--- src/rtl/vga_timing_pkg.sv ---
// vga_timing_pkg
// Shared constants and helpers for the VGA raster timing generator.
// Holds the default 640x480@60 timing (800x525 total raster) and a
// helper that returns the smallest counter width able to hold every
// x/y value for a given raster size.
package vga_timing_pkg;

  localparam int DEF_CW           = 13;
  localparam int DEF_H_TOTAL      = 800;
  localparam int DEF_H_SYNC_START = 2;
  localparam int DEF_H_SYNC_END   = 97;
  localparam int DEF_H_ACT_START  = 160;
  localparam int DEF_V_TOTAL      = 525;
  localparam int DEF_V_SYNC_START = 13;
  localparam int DEF_V_SYNC_END   = 14;
  localparam int DEF_V_ACT_START  = 45;
  localparam int DEF_HS_POL       = 0;
  localparam int DEF_VS_POL       = 0;
  localparam int DEF_REQ_LEAD     = 0;

  // Counters run 0..TOTAL-1, so clog2 of the larger total is enough bits.
  function automatic int min_cw(input int h_total, input int v_total);
    int span;
    span = (h_total > v_total) ? h_total : v_total;
    return (span <= 2) ? 1 : $clog2(span);
  endfunction

endpackage

--- src/rtl/vga_axis_counter.sv ---
// vga_axis_counter
// One raster axis counter (used once for horizontal, once for vertical).
// Counts 0..MAX and wraps to 0 when enabled; a load overrides counting.
// count_next exposes the value the register takes at the next edge so the
// parent can register decoded outputs aligned with the counter.
// Ports:
//   clk, reset      pixel clock, synchronous active-high reset
//   en              advance by one (wrapping at MAX)
//   load            force count_next to load_value (takes priority over en)
//   load_value      value used by load
//   count           registered counter value
//   count_next      combinational next value
module vga_axis_counter #(
  parameter int W   = 13,
  parameter int MAX = 799
) (
  input  logic         clk,
  input  logic         reset,
  input  logic         en,
  input  logic         load,
  input  logic [W-1:0] load_value,
  output logic [W-1:0] count,
  output logic [W-1:0] count_next
);

  localparam logic [W-1:0] MAX_V = W'(MAX);
  localparam logic [W-1:0] ONE   = W'(1);

  always_comb begin
    count_next = count;
    if (load) begin
      count_next = load_value;
    end else if (en) begin
      count_next = (count == MAX_V) ? '0 : count + ONE;
    end
  end

  always_ff @(posedge clk) begin
    if (reset) begin
      count <= '0;
    end else begin
      count <= count_next;
    end
  end

endmodule

--- src/rtl/vga_timing_gen.sv ---
// vga_timing_gen
// Parametrised VGA raster timing generator. Owns the horizontal and
// vertical counters and derives sync, blanking, the pixel fetch request,
// active-area col/row and line/frame pulses. Every output is registered
// from the next-count values, so outputs always describe the x_count /
// y_count visible in the same cycle.
// Optional feature: define VGA_TIMING_GENLOCK_EN to add the ext_vs input;
// a rising edge on it (sampled on a pix_en cycle) forces the next counter
// state to x = 0, y = V_SYNC_START.
// Ports:
//   clk, reset              pixel clock, synchronous active-high reset
//   pix_en                  pixel strobe; nothing changes while low
//   x_count, y_count        raw counters
//   hs, vs                  syncs at HS_POL / VS_POL when asserted
//   blank_n                 high inside the active area
//   request                 pixel fetch request, REQ_LEAD pixels early
//   col, row                active coordinates, 0 outside the active area
//   line_start, frame_start one-strobe pulses at x = 0 / (x,y) = (0,0)
//   ext_vs                  genlock input (VGA_TIMING_GENLOCK_EN only)
module vga_timing_gen
  import vga_timing_pkg::*;
#(
  parameter int CW           = DEF_CW,
  parameter int H_TOTAL      = DEF_H_TOTAL,
  parameter int H_SYNC_START = DEF_H_SYNC_START,
  parameter int H_SYNC_END   = DEF_H_SYNC_END,
  parameter int H_ACT_START  = DEF_H_ACT_START,
  parameter int V_TOTAL      = DEF_V_TOTAL,
  parameter int V_SYNC_START = DEF_V_SYNC_START,
  parameter int V_SYNC_END   = DEF_V_SYNC_END,
  parameter int V_ACT_START  = DEF_V_ACT_START,
  parameter int HS_POL       = DEF_HS_POL,
  parameter int VS_POL       = DEF_VS_POL,
  parameter int REQ_LEAD     = DEF_REQ_LEAD
) (
  input  logic          clk,
  input  logic          reset,
  input  logic          pix_en,
  output logic [CW-1:0] x_count,
  output logic [CW-1:0] y_count,
  output logic          hs,
  output logic          vs,
  output logic          blank_n,
  output logic          request,
  output logic [CW-1:0] col,
  output logic [CW-1:0] row,
  output logic          line_start,
  output logic          frame_start
`ifdef VGA_TIMING_GENLOCK_EN
  ,
  input  logic          ext_vs
`endif
);

  localparam logic [CW-1:0] H_MAX   = CW'(H_TOTAL - 1);
  localparam logic [CW-1:0] HSS     = CW'(H_SYNC_START);
  localparam logic [CW-1:0] HSE     = CW'(H_SYNC_END);
  localparam logic [CW-1:0] HAS     = CW'(H_ACT_START);
  localparam logic [CW-1:0] VSS     = CW'(V_SYNC_START);
  localparam logic [CW-1:0] VSE     = CW'(V_SYNC_END);
  localparam logic [CW-1:0] VAS     = CW'(V_ACT_START);
  localparam logic [CW-1:0] REQ_ON  = CW'(H_ACT_START - REQ_LEAD);
  localparam logic [CW-1:0] REQ_OFF = CW'(H_TOTAL - REQ_LEAD);
  localparam logic          HS_ON   = (HS_POL != 0);
  localparam logic          VS_ON   = (VS_POL != 0);

  logic [CW-1:0] x_next;
  logic [CW-1:0] y_next;
  logic          h_wrap;
  logic          gl_fire;

  logic          hs_d;
  logic          vs_d;
  logic          blank_d;
  logic          req_d;
  logic [CW-1:0] col_d;
  logic [CW-1:0] row_d;
  logic          ls_d;
  logic          fs_d;

`ifdef VGA_TIMING_GENLOCK_EN
  logic ext_vs_q;

  // Edge register only advances on strobe cycles so a held-off pixel
  // clock cannot lose or double-count an ext_vs edge.
  always_ff @(posedge clk) begin
    if (reset) begin
      ext_vs_q <= 1'b0;
    end else if (pix_en) begin
      ext_vs_q <= ext_vs;
    end
  end

  // Suppressed when already sitting at the genlock point, otherwise the
  // line at V_SYNC_START would be replayed.
  assign gl_fire = pix_en && ext_vs && !ext_vs_q &&
                   !((x_count == '0) && (y_count == VSS));
`else
  assign gl_fire = 1'b0;
`endif

  assign h_wrap = pix_en && (x_count == H_MAX);

  vga_axis_counter #(
    .W   (CW),
    .MAX (H_TOTAL - 1)
  ) u_h_counter (
    .clk        (clk),
    .reset      (reset),
    .en         (pix_en),
    .load       (gl_fire),
    .load_value ('0),
    .count      (x_count),
    .count_next (x_next)
  );

  vga_axis_counter #(
    .W   (CW),
    .MAX (V_TOTAL - 1)
  ) u_v_counter (
    .clk        (clk),
    .reset      (reset),
    .en         (h_wrap),
    .load       (gl_fire),
    .load_value (VSS),
    .count      (y_count),
    .count_next (y_next)
  );

  // Decode from the next-count values so the registered outputs line up
  // with the counters with zero skew.
  always_comb begin
    hs_d    = ~HS_ON;
    vs_d    = ~VS_ON;
    blank_d = 1'b0;
    req_d   = 1'b0;
    col_d   = '0;
    row_d   = '0;
    ls_d    = 1'b0;
    fs_d    = 1'b0;

    if ((x_next >= HSS) && (x_next <= HSE)) begin
      hs_d = HS_ON;
    end
    if ((y_next >= VSS) && (y_next <= VSE)) begin
      vs_d = VS_ON;
    end

    blank_d = (x_next >= HAS) && (y_next >= VAS);

    // With no lead the window simply ends with the line; with a lead it
    // closes early so it never runs into the next line.
    if ((x_next >= REQ_ON) && (y_next >= VAS)) begin
      req_d = (REQ_LEAD == 0) ? 1'b1 : (x_next < REQ_OFF);
    end

    if (blank_d) begin
      col_d = x_next - HAS;
      row_d = y_next - VAS;
    end

    ls_d = (x_next == '0);
    fs_d = ls_d && (y_next == '0);
  end

  always_ff @(posedge clk) begin
    if (reset) begin
      hs          <= ~HS_ON;
      vs          <= ~VS_ON;
      blank_n     <= 1'b0;
      request     <= 1'b0;
      col         <= '0;
      row         <= '0;
      line_start  <= 1'b0;
      frame_start <= 1'b0;
    end else if (pix_en) begin
      hs          <= hs_d;
      vs          <= vs_d;
      blank_n     <= blank_d;
      request     <= req_d;
      col         <= col_d;
      row         <= row_d;
      line_start  <= ls_d;
      frame_start <= fs_d;
    end
  end

endmodule

--- config.mk ---
export PLATFORM = sky130hd
export DESIGN_NAME = vga_timing_gen
export DESIGN_NICKNAME = d
export VERILOG_FILES = /design/src/rtl/vga_timing_pkg.sv /design/src/rtl/vga_axis_counter.sv /design/src/rtl/vga_timing_gen.sv
export SDC_FILE = /design/constraint.sdc
export NUM_CORES = 1
export LEC_CHECK = 0
export ABC_AREA = 1
export CAP_MARGIN = 20
export CORE_UTILIZATION = 35
export CTS_BUF_LIST = sky130_fd_sc_hd__clkbuf_8
export DETAILED_ROUTE_END_ITERATION = 7
export SLEW_MARGIN = 20
export SYNTH_ARGS = -nofsm -noshare
export SYNTH_HDL_FRONTEND = slang
export SYNTH_SLANG_ARGS = --single-unit
--- constraint.sdc ---
create_clock -name clk -period 2.2 [get_ports clk]
set_input_delay 0.44 -clock clk [delete_from_list [all_inputs] [get_ports clk]]
set_output_delay 0.44 -clock clk [all_outputs]
set_load 0.005 [all_outputs]
==> flow_summary.yaml <==
route:
  drtPass1Iterations: 5
  drtAntennaViolNets: 0
  routedWlPerCell_um: 14.1
  vias_per_cell: 4.82
  drt_iter0_drc: 262
  num_vias: 4317
  detail_route.wirelength_um: 12600
  drc: 0
job:
  max_cap_violations: 0
setup_path:
  cp.required_ns: 2.44
  rrSetupSlack_ns: -0.02
  cp.arrival_ns: 2.46
  worst_setup_path_end_kind: "flip-flop"
  critical_path.max_fanout: 8
  crit_type: "reg2reg"
  cp-start-kind: "flip-flop"
global_route:
  grt.total_usage_pct: 24.3
  grt_pass1_vias: 3991
  grt_pass1_wl_um: 19400
  grt_overflow: 0
  grt_max_degree: 29
  antenna_found_initial: 0
timing:
  fin_skew_ns: 0.00921
  fin_crit_ns: 2.22
  drv_slew: 0
  hold_ws_ns: 0.455
  timing.fmax_mhz: 451
  hold_viol: 0
  slew_headroom_pct: 66.9
  timing.final.ws_setup_ns: -0.0170
  rsz0062_at_grt: "yes"
  tns_ns: -0.0378
  setup_violations: 4
  worstMarginPinSlew_ns: 0.495
  period_share_pct: 101
power:
  total_power_mw: 2.53
  vdd_drop_max_uv: 282
  leakagePower_nw: 2.90
  power.density_mw_per_mm2: 412
status:
  failed_checks: "setup timing"
  status: "complete, but fails checks"
floorplanning:
  start_util_pct: 36.8
  ios: 61
  die_height_um: 101
  core_area_mm2: 0.00937
  row_count: 35
  die_w_um: 101
  die-area_mm2: 0.0102
clocking:
  cts_root_buf: "clkbuf_8"
  ctsHoldBuffers: 0
  clk_path_buf_depth: 2
  cts_buffers: 9
  cts_tree: "yes"
  h-tree-depth: 3
  cts.sinks: 57
  clk_latency_ns: 0.34
  clk_pin_slew_ns: 0.07
synthesis:
  syn_avg_cell_area_um2: 6.23
  synth-seq-cells: 57
  syn-instance-count: 553
  yosysWarnings: 0
  synthDistinctLibCells: 32
  ys_seq_area_share_pct: 33.1
  syn_area_mm2: 0.00345
  synth_fp_nets: 566
place:
  gp_congestion: 0.911
  place_area_mm2: 0.00517
  hpwl_um: 9030
  portBuffers: 60
final_layout:
  layout_common_cells: "nand2_1, buf_4, clkdlybuf4s50_1"
  fin_nets: 775
  drive_gt1_share_pct: 38.6
  final_common_cell: "nand2_1"
  antenna_cells: 0
  area_growth_syn_to_layout_pct: 78.4
  fin_area_mm2: 0.00615
  fin_util_pct: 65.6
min_path:
  hold_path_class: "reg2reg"
[sequential cells by signal (all words and copies together) (netlist names)]
signal / flops
col: 13
row: 13
u_h_counter.count: 13
u_v_counter.count: 13
blank_n: 1
frame_start: 1
hs: 1
line_start: 1
vs: 1
[synth_stat cells, drive strengths merged]
library cell	count	area share, %
a21oi	11	1.9
or2	1	0.18
o31ai	1	0.22
buf	4	0.80
xor2	9	2.3
a31oi	1	0.18
nand2	196	22
dfxtp	57	33
a41oi	1	0.25
xnor2	2	0.51
o21ai	35	5.1
inv	59	6.5
nand3b	4	0.87
nor2	85	10
clkbuf	7	0.76
ha	10	3.6
nor3	7	1.0
nand3	48	8.2
nand4	13	2.4
nor3b	2	0.44
[routing by layer]
metal / global-route usage (%) / routed length [um] / vias to the layer above / share of wire, %
li1: - / - / 2179 / -
met1: 35.2 / 6090 / 2001 / 48
met2: 37.2 / 5720 / 120 / 45
met3: 3.24 / 636 / 17 / 5.0
met4: 7.92 / 188 / 0 / 1.5
met5: 0 / 0 / - / 0
[repair_timing]
action,in CTS,in global routing
pin swaps,17,49
setup buffers,9,13
endpoints found under the setup margin,31,30
gates cloned,1,0
resized for setup,54,98
[area by class of cell]
| cell class | count | area [um2] |
|---|---|---|
| fill | 801 | 3220 |
| multi-input combinational | 427 | 2550 |
| clock inverter | 7 | 143 |
| timing repair buffer | 208 | 1790 |
| tap | 129 | 161 |
| inverter | 59 | 229 |
| clock buffer | 9 | 124 |
| sequential | 57 | 1150 |
[report_power, final]
part / internal (mW) / switching (mW) / leakage, nW / total (mW)
Clock: 0.869 / 0.477 / 0.133 / 1.35
Combinational: 0.0611 / 0.0793 / 2.31 / 0.140
Sequential: 1.04 / 0.00632 / 0.464 / 1.04
[per-stage QoR]
stage	instances	setup WS (ns)
final	896	-0.0170
after global routing	896	-0.175
after CTS	883	-0.0319
after detailed placement	857	-0.636
after global placement	857	-0.493
after floorplan	553	0.0116
[cell families after synthesis]
family | synth area share, %
AO/OA/AOI/OAI | 7.66
XOR/XNOR | 2.80
adder cells (fa/ha/maj) | 3.63
buffers and inverters | 8.06
flip-flops | 33.1
AND/OR/NAND/NOR | 44.8
[path summary, 6_finish.rpt]
path	from	endpoint	depth (start not counted)
max	u_h_counter.count[0]$_SDFF_PP0_	col[11]$_SDFFE_PP0P_	16
min	row[4]$_SDFFE_PP0P_	row[4]$_SDFFE_PP0P_	2
max reg2reg	u_h_counter.count[0]$_SDFF_PP0_	col[11]$_SDFFE_PP0P_	16
min reg2reg	row[4]$_SDFFE_PP0P_	row[4]$_SDFFE_PP0P_	2
[critical path: stages (launching register included)]
cell,delay [ns]
dfxtp_2,0.36
ha_4,0.15
nand3_4,0.12
nor2_4,0.19
nand3_4,0.11
nor2_4,0.13
nand2_2,0.08
nand2_4,0.10
inv_2,0.05
ha_4,0.15
nor3b_4,0.15
nand2_2,0.08
nand3_4,0.13
nand3_4,0.15
inv_6,0.07
nand2_1,0.06
nand2_1,0.05
No activity file was read; power rests on OpenSTA's default activity.
==> variant: new RTL, config.mk and constraints unchanged <==
`DEF_CW`: 13 -> 12.
--- a/src/rtl/vga_timing_pkg.sv
+++ b/src/rtl/vga_timing_pkg.sv
@@ -6,5 +6,5 @@
 package vga_timing_pkg;
 
-  localparam int DEF_CW           = 13;
+  localparam int DEF_CW           = 12;
   localparam int DEF_H_TOTAL      = 800;
   localparam int DEF_H_SYNC_START = 2;
Ports: changed (resized col, row, x_count and y_count); port bits go from 61 to 57. No check against the original RTL was run, so the function may have changed too.
==> variant against the original RTL <==
The run still ends with negative setup slack left; count of clock-buffer cells in the layout fell by 4; non-clock buffer count stayed put; setup slack worse by 0.12 ns; total power shrank 35%; cell area shrank 10%; sequential cell count is 4 lower; combinational power is 13% lower; synthesized area fell by 8.9%; wire length is 16% lower; clock power decreased by 58%; critical endpoint is now row[9].
==> variant: results (changes against the original RTL) <==
- Routed wl met2: 5.57 mm (-2.6%)
- Int Pwr: 0.00124 W (-37%)
- H-tree levels: 2 (-1)
- Aggregate global-route resource usage: 21.1% (-3.2 points)
- Sum of routed wire length over all layers: 10.6 mm (-16%)
- Share of layout cells above drive strength 1: 42.7% (+4.1 points)
- Clock transition at path regs: 0.11 ns (+0.04 ns)
- GRT met1 Usage: 24.6% (-11 points)
- Clock latency on the worst-skew pair: 0.32 ns (-0.02 ns)
- Setup WS post-layout: -0.140 ns (-0.123 ns)
- Commonest cells in the netlist: nand2_1, nor2_1, dfxtp_1, inv_1, nand3_1
- Fill count: 751 (-6.2%)
- Vias post-DR: 3,758 (-13%)
- Violated checks: negative setup slack
- Placed cells: 740 (-14%)
- Seq pwr share: 58.5% (+17 points)
- Largest cells by area after synthesis: dfxtp_1, nand2_1, nor2_1
- Synth cell types: 38 (+19%)
- Max FO, Critical Path: 5 (-3)
- Detailed-routed wire length on met3: 344 microns (-46%)
- Syn_nets: 482 (-15%)
- Largest net degree at the start of global routing: 22 (-24%)
- Final Setup Violations: 23 (+19)
- Routing usage on met2: 38.9% (+1.7 points)
- Adder-cell area share of the yosys netlist: 3.59% (-0.044 points)
- Status: complete, but fails checks
- Resized cells post-CTS: 36 (-33%)
- Vias per cell: 4.81 (-0.26%)
- Syn Inst Count: 470 (-15%)
[variant: cell types whose count changed in the layout (fill, tap and decap cells not counted), sizes merged, moves of 4 or more]
cell	delta
nor2	-12
inv	-8
nand2	-48
clkdlybuf4s50	-4
bufinv	-4
dfxtp	-4
nand3	-7
a21oi	-5
[variant: worst paths after layout]
kind                                           start      end  slack [ns]  cells past startpoint
worst max-delay path            u_h_counter.count[1]   row[9]       -0.14                     16
worst max register to register  u_h_counter.count[1]   row[9]       -0.14                     16
worst min register to register               col[10]  col[10]        0.46                      2
worst min-delay path                         col[10]  col[10]        0.46                      2
[variant: layout make-up]
cell class / instances / area (sq um) / share of cell area (%)
inverters: 51 / 196 / 3.55
repair buffers: 208 / 1800 / 32.4
multi-input cells: 354 / 2250 / 40.6
flip-flops and latches: 53 / 1070 / 19.4
clock inverters: 3 / 17.5 / 0.316
clock buffers: 5 / 68.8 / 1.24
well taps: 108 / 135 / 2.44
